===== src/rtl/uart_pkg.sv =====
`default_nettype none
// ============================================================================
// Module      : uart_pkg
// Description : Shared definitions for the UART transmit arbiter slice.
//               Holds the FSM state encoding, the UART byte width and the
//               round-robin pick helper used by rr_arbiter.
// Revision    : 1.0 - initial release
// ============================================================================
package uart_pkg;

    localparam int UART_DATA_WIDTH = 8;

    // Widest requester vector the pick helper handles.
    localparam int RR_MAX_REQ = 8;

    localparam logic [2:0] ST_IDLE     = 3'd0;
    localparam logic [2:0] ST_LOAD     = 3'd1;
    localparam logic [2:0] ST_KICK     = 3'd2;
    localparam logic [2:0] ST_WAIT_ON  = 3'd3;
    localparam logic [2:0] ST_WAIT_OFF = 3'd4;
    localparam logic [2:0] ST_GAP      = 3'd5;

    typedef enum logic [2:0] {
        S_IDLE     = ST_IDLE,
        S_LOAD     = ST_LOAD,
        S_KICK     = ST_KICK,
        S_WAIT_ON  = ST_WAIT_ON,
        S_WAIT_OFF = ST_WAIT_OFF,
        S_GAP      = ST_GAP
    } state_t;

    // One-hot grant for the first set bit of valid at or after ptr, wrapping
    // modulo n. Bits at or above n are never granted.
    function automatic logic [RR_MAX_REQ-1:0] rr_pick(
        input logic [RR_MAX_REQ-1:0] valid,
        input logic [2:0]            ptr,
        input int unsigned           n
    );
        logic [RR_MAX_REQ-1:0] g;
        logic                  found;
        logic [2:0]            idx;
        g     = '0;
        found = 1'b0;
        for (int unsigned i = 0; i < RR_MAX_REQ; i++) begin
            if ((i < n) && !found) begin
                idx = 3'((32'(ptr) + i) % n);
                if (valid[idx]) begin
                    g[idx] = 1'b1;
                    found  = 1'b1;
                end
            end
        end
        return g;
    endfunction

endpackage
`default_nettype wire


===== src/rtl/uart_tx_arbiter_rr.sv =====
`default_nettype none
// ============================================================================
// Module      : rr_arbiter
// Description : Round-robin picker with a registered priority pointer.
//               o_pick is a combinational one-hot choice among i_req starting
//               at the pointer; on i_release the pointer moves to the slot
//               after i_owner (explicit modulo N wrap).
// Ports       : clk, rst         - clock, asynchronous active-high reset
//               i_req     [N]    - request vector
//               i_release        - owner has finished with the resource
//               i_owner   [N]    - one-hot current owner
//               o_pick    [N]    - one-hot pick (zero when no request)
// Revision    : 1.0 - initial release
// ============================================================================
module rr_arbiter
    import uart_pkg::*;
#(
    parameter int N = 2
) (
    input  logic         clk,
    input  logic         rst,
    input  logic [N-1:0] i_req,
    input  logic         i_release,
    input  logic [N-1:0] i_owner,
    output logic [N-1:0] o_pick
);

    localparam int PTR_W = (N > 1) ? $clog2(N) : 1;

    logic [PTR_W-1:0]      r_ptr;
    logic [PTR_W-1:0]      w_owner_idx;
    logic [PTR_W-1:0]      w_ptr_nxt;
    logic [RR_MAX_REQ-1:0] w_req8;
    logic [RR_MAX_REQ-1:0] w_pick8;

    always_comb begin
        w_req8         = '0;
        w_req8[N-1:0]  = i_req;
    end

    assign w_pick8 = rr_pick(w_req8, 3'(r_ptr), N);
    assign o_pick  = w_pick8[N-1:0];

    generate
        if (N < RR_MAX_REQ) begin : g_hi_bits
            // Upper pick bits are always zero because requests there are zero.
            logic w_unused_hi;
            assign w_unused_hi = |w_pick8[RR_MAX_REQ-1:N];
        end
    endgenerate

    always_comb begin
        w_owner_idx = '0;
        for (int i = 0; i < N; i++) begin
            if (i_owner[i]) begin
                w_owner_idx = PTR_W'(i);
            end
        end
    end

    // N need not be a power of two, so wrap explicitly.
    assign w_ptr_nxt = (w_owner_idx == PTR_W'(N-1)) ? '0 : (w_owner_idx + PTR_W'(1));

    always_ff @(posedge clk or posedge rst) begin
        if (rst) begin
            r_ptr <= '0;
        end else if (i_release) begin
            r_ptr <= w_ptr_nxt;
        end
    end

endmodule
`default_nettype wire


===== src/rtl/uart_tx_arbiter.sv =====
`default_nettype none
// ============================================================================
// Module      : uart_tx_arbiter
// Description : Shares one UART transmit core among NUM_REQ byte streams.
//               Packet-granular round-robin; per byte it accepts data, kicks
//               the core with a one-cycle DE, holds the byte until the core's
//               busy falls, then enforces an idle gap before the next kick.
// Ports       : CLK, RST              - clock, async active-high reset
//               iVALID/iDATA/iLAST    - per-requester byte stream
//               oREADY                - one-cycle accept pulse (<=1 bit)
//               oGRANT                - one-hot line owner, zero when idle
//               oTX_DE/oTX_DATA       - core data-enable kick and data word
//               iTX_BUSY              - core busy flag
//               oTIMEOUT              - pulse when a kick gets no busy
// Revision    : 1.0 - initial release
// ============================================================================
module uart_tx_arbiter
    import uart_pkg::*;
#(
    parameter int NUM_REQ      = 2,
    parameter int DATA_WIDTH   = UART_DATA_WIDTH,
    parameter int BUSY_TIMEOUT = 15,
    parameter int GAP_CYCLES   = 2
) (
    input  logic                          CLK,
    input  logic                          RST,
    input  logic [NUM_REQ-1:0]            iVALID,
    input  logic [NUM_REQ*DATA_WIDTH-1:0] iDATA,
    input  logic [NUM_REQ-1:0]            iLAST,
    output logic [NUM_REQ-1:0]            oREADY,
    output logic [NUM_REQ-1:0]            oGRANT,
    output logic                          oTX_DE,
    output logic [DATA_WIDTH-1:0]         oTX_DATA,
    input  logic                          iTX_BUSY,
    output logic                          oTIMEOUT
);

    localparam int CNT_MAX = (BUSY_TIMEOUT > GAP_CYCLES) ? BUSY_TIMEOUT : GAP_CYCLES;
    localparam int CNT_W   = $clog2(CNT_MAX + 1);

    state_t                r_state;
    state_t                w_state_nxt;
    logic [CNT_W-1:0]      r_cnt;
    logic [NUM_REQ-1:0]    r_grant;
    logic [DATA_WIDTH-1:0] r_data;
    logic                  r_last;

    logic [NUM_REQ-1:0]    w_pick;
    logic [NUM_REQ-1:0]    w_ready;
    logic [DATA_WIDTH-1:0] w_sel_data;
    logic                  w_sel_valid;
    logic                  w_sel_last;
    logic                  w_take_grant;
    logic                  w_accept;
    logic                  w_release;
    logic                  w_de;
    logic                  w_timeout;

    rr_arbiter #(
        .N (NUM_REQ)
    ) u_rr (
        .clk       (CLK),
        .rst       (RST),
        .i_req     (iVALID),
        .i_release (w_release),
        .i_owner   (r_grant),
        .o_pick    (w_pick)
    );

    // Grant is one-hot, so a simple priority loop acts as the owner mux.
    always_comb begin
        w_sel_data  = '0;
        w_sel_valid = 1'b0;
        w_sel_last  = 1'b0;
        for (int k = 0; k < NUM_REQ; k++) begin
            if (r_grant[k]) begin
                w_sel_data  = iDATA[k*DATA_WIDTH +: DATA_WIDTH];
                w_sel_valid = iVALID[k];
                w_sel_last  = iLAST[k];
            end
        end
    end

    always_comb begin
        w_state_nxt  = r_state;
        w_take_grant = 1'b0;
        w_accept     = 1'b0;
        w_release    = 1'b0;
        w_de         = 1'b0;
        w_timeout    = 1'b0;
        w_ready      = '0;
        case (r_state)
            S_IDLE: begin
                if (|iVALID) begin
                    w_take_grant = 1'b1;
                    w_state_nxt  = S_LOAD;
                end
            end
            S_LOAD: begin
                // Accept is held off while the core is still busy (e.g. a
                // frame left running across reset) so the kick never overlaps.
                if (w_sel_valid && !iTX_BUSY) begin
                    w_accept    = 1'b1;
                    w_ready     = r_grant;
                    w_state_nxt = S_KICK;
                end
            end
            S_KICK: begin
                w_de        = 1'b1;
                w_state_nxt = S_WAIT_ON;
            end
            S_WAIT_ON: begin
                if (iTX_BUSY) begin
                    w_state_nxt = S_WAIT_OFF;
                end else if (r_cnt == CNT_W'(BUSY_TIMEOUT - 1)) begin
                    w_timeout   = 1'b1;
                    w_state_nxt = S_GAP;
                end
            end
            S_WAIT_OFF: begin
                if (!iTX_BUSY) begin
                    w_state_nxt = S_GAP;
                end
            end
            S_GAP: begin
                if (r_cnt == CNT_W'(GAP_CYCLES - 1)) begin
                    if (r_last) begin
                        w_release   = 1'b1;
                        w_state_nxt = S_IDLE;
                    end else begin
                        w_state_nxt = S_LOAD;
                    end
                end
            end
            default: begin
                w_state_nxt = S_IDLE;
            end
        endcase
    end

    always_ff @(posedge CLK or posedge RST) begin
        if (RST) begin
            r_state <= S_IDLE;
            r_cnt   <= '0;
            r_grant <= '0;
            r_data  <= '1;
            r_last  <= 1'b0;
        end else begin
            r_state <= w_state_nxt;

            // One counter serves both the busy timeout and the gap; it
            // restarts on every state change.
            if (w_state_nxt != r_state) begin
                r_cnt <= '0;
            end else if ((r_state == S_WAIT_ON) || (r_state == S_GAP)) begin
                r_cnt <= r_cnt + CNT_W'(1);
            end

            if (w_take_grant) begin
                r_grant <= w_pick;
            end else if (w_release) begin
                r_grant <= '0;
            end

            if (w_accept) begin
                r_data <= w_sel_data;
                r_last <= w_sel_last;
            end
        end
    end

    assign oREADY   = w_ready;
    assign oGRANT   = r_grant;
    assign oTX_DE   = w_de;
    assign oTX_DATA = r_data;
    assign oTIMEOUT = w_timeout;

endmodule
`default_nettype wire


===== config.mk =====
export PLATFORM = sky130hd
export DESIGN_NAME = uart_tx_arbiter
export DESIGN_NICKNAME = d
export VERILOG_FILES = /design/src/rtl/uart_pkg.sv /design/src/rtl/uart_tx_arbiter_rr.sv /design/src/rtl/uart_tx_arbiter.sv
export SDC_FILE = /design/constraint.sdc
export NUM_CORES = 1
export LEC_CHECK = 0
export ABC_AREA = 0
export CAP_MARGIN = 0
export CELL_PAD_IN_SITES_DETAIL_PLACEMENT = 0
export CELL_PAD_IN_SITES_GLOBAL_PLACEMENT = 1
export CORE_MARGIN = 5
export CORE_UTILIZATION = 45
export CTS_CLUSTER_SIZE = 28
export DETAILED_ROUTE_END_ITERATION = 12
export DONT_BUFFER_PORTS = 1
export GPL_ROUTABILITY_DRIVEN = 1
export PLACE_DENSITY_LB_ADDON = 0.1
export SKIP_LAST_GASP = 1
export SLEW_MARGIN = 20
export SYNTH_ARGS = -nofsm -noshare
export SYNTH_HDL_FRONTEND = slang
export SYNTH_SLANG_ARGS = --single-unit

===== constraint.sdc =====
create_clock -name CLK -period 1.8 [get_ports CLK]
set_clock_uncertainty 0.1 [all_clocks]
set_input_delay 0.36 -clock CLK [delete_from_list [all_inputs] [get_ports CLK]]
set_output_delay 0.36 -clock CLK [all_outputs]
set_load 0.1 [all_outputs]

==> results of run 1 <==
[timing repair]
action / in CTS / in global routing
setup buffers: 10 / 3
pin swaps: 2 / 13
endpoints found under the setup margin: 4 / 9
gates cloned: 0 / 0
endpoints found under the hold margin: 11 / 0
resized for setup: 5 / 14
hold buffers: 1 / 0
[metal layers]
metal | global-route usage (%) | share of wire [%] | routed length [um] | vias up
met3 | 3.19 | 4.9 | 139 | 2
li1 | - | - | - | 495
met4 | 5.26 | 0.67 | 19 | 0
met1 | 22.1 | 44 | 1250 | 464
met2 | 27.6 | 50 | 1430 | 22
met5 | 0 | 0 | 0 | -
[cells in the final DEF (no fill, tap or decap), drive strengths merged, types with 2 or more instances in the layout]
cell type / Yosys / layout
buf: 5 / 28
o21ai: 4 / 4
ha: 3 / 3
nor2: 14 / 14
dfrtp: 11 / 11
and2: 2 / 2
or4: 2 / 2
a21oi: 14 / 14
xor2: 3 / 3
inv: 6 / 6
clkbuf: 3 / 3
nand3: 5 / 5
dfstp: 8 / 8
nor3: 5 / 5
nand2: 12 / 12
and3: 3 / 3
a22oi: 8 / 8
[logic make-up after synthesis]
family          synth area share [%]
simple gates                    21.5
compound gates                  22.0
flops                           41.5
buf+inv                         7.91
xor+xnor                        3.00
fa+ha+maj                       3.21
mux                            0.856
[stage by stage]
stage / utilization (%) / cell area [um2] / setup WS [ns]
floorplan: - / 1200 / -0.197
global placement: 52.9 / 1310 / 0.0552
detailed placement: 52.9 / 1310 / 0.00713
CTS: 58.0 / 1440 / -0.333
global route: 62.0 / 1540 / -0.351
finish: 62.0 / 1540 / -0.261
[worst register-to-register path: stages (launching register included)]
cell and delay [ns]:
dfrtp_1 0.41, buf_6 0.13, ha_4 0.15, and4bb_1 0.23, a221oi_2 0.34, o221ai_4 0.19
a2111oi_4 0.30
[path summary, 6_finish.rpt]
| check | from | end | depth (start not counted) | slack [ns] |
|---|---|---|---|---|
| setup / recovery | oGRANT[1] | oREADY[1] | 3 | -0.26 |
| hold / removal | iTX_BUSY | r_state[1] | 2 | 0.12 |
| setup reg to reg | r_cnt[0] | r_cnt[1] | 6 | -0.14 |
| hold reg to reg | u_rr.r_ptr | u_rr.r_ptr | 2 | 0.43 |
| max in group asynchronous | RST | oTX_DATA[3] | 3 | 0.56 |
| min in group asynchronous | RST | r_cnt[0] | 2 | 0.46 |
[final cells by class]
cell class                      count  area (um2)
Sequential cell                    19         489
Fill cell                         217         942
Timing Repair Buffer               29         264
Multi-Input combinational cell     92         692
Tap cell                           30        37.5
Clock inverter                      1        5.00
Inverter                            6        25.0
Clock buffer                        3        22.5
[flip-flops by register name, summed over array words and instances (netlist names)]
register / flops
oGRANT: 2
oTX_DATA: 8
r_cnt: 4
r_last: 1
r_state: 3
u_rr.r_ptr: 1
==> key figures, run 1 <==
Synth
  • Post-synth net total: 151
  • Share of Yosys cell area claimed by the top area cell type: between 20% and 30%
  • Netlist Area Pre-Place: 1170 um2
  • Main area contributors after synthesis: dfrtp_1, dfstp_2, a21oi_1
  • FF+latch count, synth: 19
  • Fraction of registers with async set/reset: 100%
  • Register area share after synthesis: ~41%
  • Synthesized instance count: 125
  • Post-synth cell types: 41
  • Yosys top cell by area: dfrtp_1
  • Post-synth top cells: nor2_1, a21oi_1, nand2_1
  • Yosys warnings: 0
  • Count leader, synth: nor2_1
  • Syn Area/Cell: 9.36 um2
  • Top FF cell, synth: dfrtp_1
  • EDFF count, synth: 0

Critical path
  • CP Buf/Inv Count: 0
  • Crit path launch type: flip-flop
  • Crit path DAT: 1.60 ns
  • Critical path required time: 1.34 ns
  • Cell family with most CP delay: simple AND/OR/NAND/NOR gates
  • CP max FO: 4
  • Sequence of cells on the critical path: nand3b_1 -> a211oi_4 -> and2_4
  • Slowest-stage cell, CP: dfrtp_1
  • CP Capture Type: output pin
  • CP max stage delay: 0.39 ns
  • WS Path Type: reg2out

Placement
  • DP Cell Count: 163
  • GPL Wtd Cong: between 0.7 and 0.8
  • Port bufs: 0
  • Final HPWL DP: 2050 um

Timing
  • Setup TNS: -0.898 ns
  • Crit path setup slack, layout: -0.261 ns
  • Hold_ws: 0.121 ns
  • Fin crit share: 115%
  • Max-slew violation count: 0
  • Finish-stage setup viols: 5
  • Rel. slew slack: 61.8%
  • Final min period: around 2.1 ns
  • Max Clk Rate: around 490 MHz
  • Hold Vio Cnt, Final: 0
  • RSZ-0062 raised after global routing: yes
  • Worst slew pin tran: 0.573 ns

Floorplanning
  • Ports: 37
  • Core area: 2480 um2
  • Die width: 61.0 um
  • Die Y: 61.0 um
  • Num rows: 18
  • Die area: 3720 um2
  • Starting Density: between 40% and 50%

Finish
  • Fin cells: 180
  • Final #Nets: 177
  • Area growth from synthesis to layout: 31.2%
  • N_diodes: 0
  • Layout cell share with drive strength beyond 1: 44.0%

GRT
  • Vias in the first global route: 1002
  • Total GRT Usage: between 10% and 20%
  • Pin count of the biggest net entering global routing: 21
  • Total gr overflow: 0
  • First-pass GRT wire length: 4630 um
  • Antenna violations before repair: 0

Detailed routing
  • Drt first pass iters: 4
  • Final wirelength: 2840 um
  • Final ANT Viol Nets: 0
  • Vias: 983
  • Vias/cell: 5.46
  • Number of DRC markers in iteration 0: 67
  • Drc violations: 0
  • Wirelength per Cell: 15.8 um

CTS
  • CTS tree: yes
  • Clk slew on worst S/H paths: 0.11 ns
  • Clock tree sinks: 19
  • Clock Latency Late Sink: 0.29 ns
  • # H-tree levels: 1
  • Total CTS buffers: 3
  • Clock Path Buffers: 2
  • Clock root cell: clkbuf_4

Hold path
  • HP Class: in2reg

Run
  • Maxcap violations: 0

Outcome
  • Failing checks: setup timing
  • Status: finished, violations left
Power of run 1 is left out: the tool's default activity adds up to more than one toggle a clock period on the data nets, which glitch-free logic cannot reach.
==> run 2: changes to the inputs <==
--- a/config.mk
+++ b/config.mk
@@ -11,7 +11,6 @@
 export CELL_PAD_IN_SITES_GLOBAL_PLACEMENT = 1
 export CORE_MARGIN = 5
 export CORE_UTILIZATION = 45
-export CTS_CLUSTER_SIZE = 28
 export DETAILED_ROUTE_END_ITERATION = 12
 export DONT_BUFFER_PORTS = 1
 export GPL_ROUTABILITY_DRIVEN = 1
==> results of run 2 <==
Final layout, timing and power as in run 1 (identical DEF).
Power of run 2 is left out for the same reason.
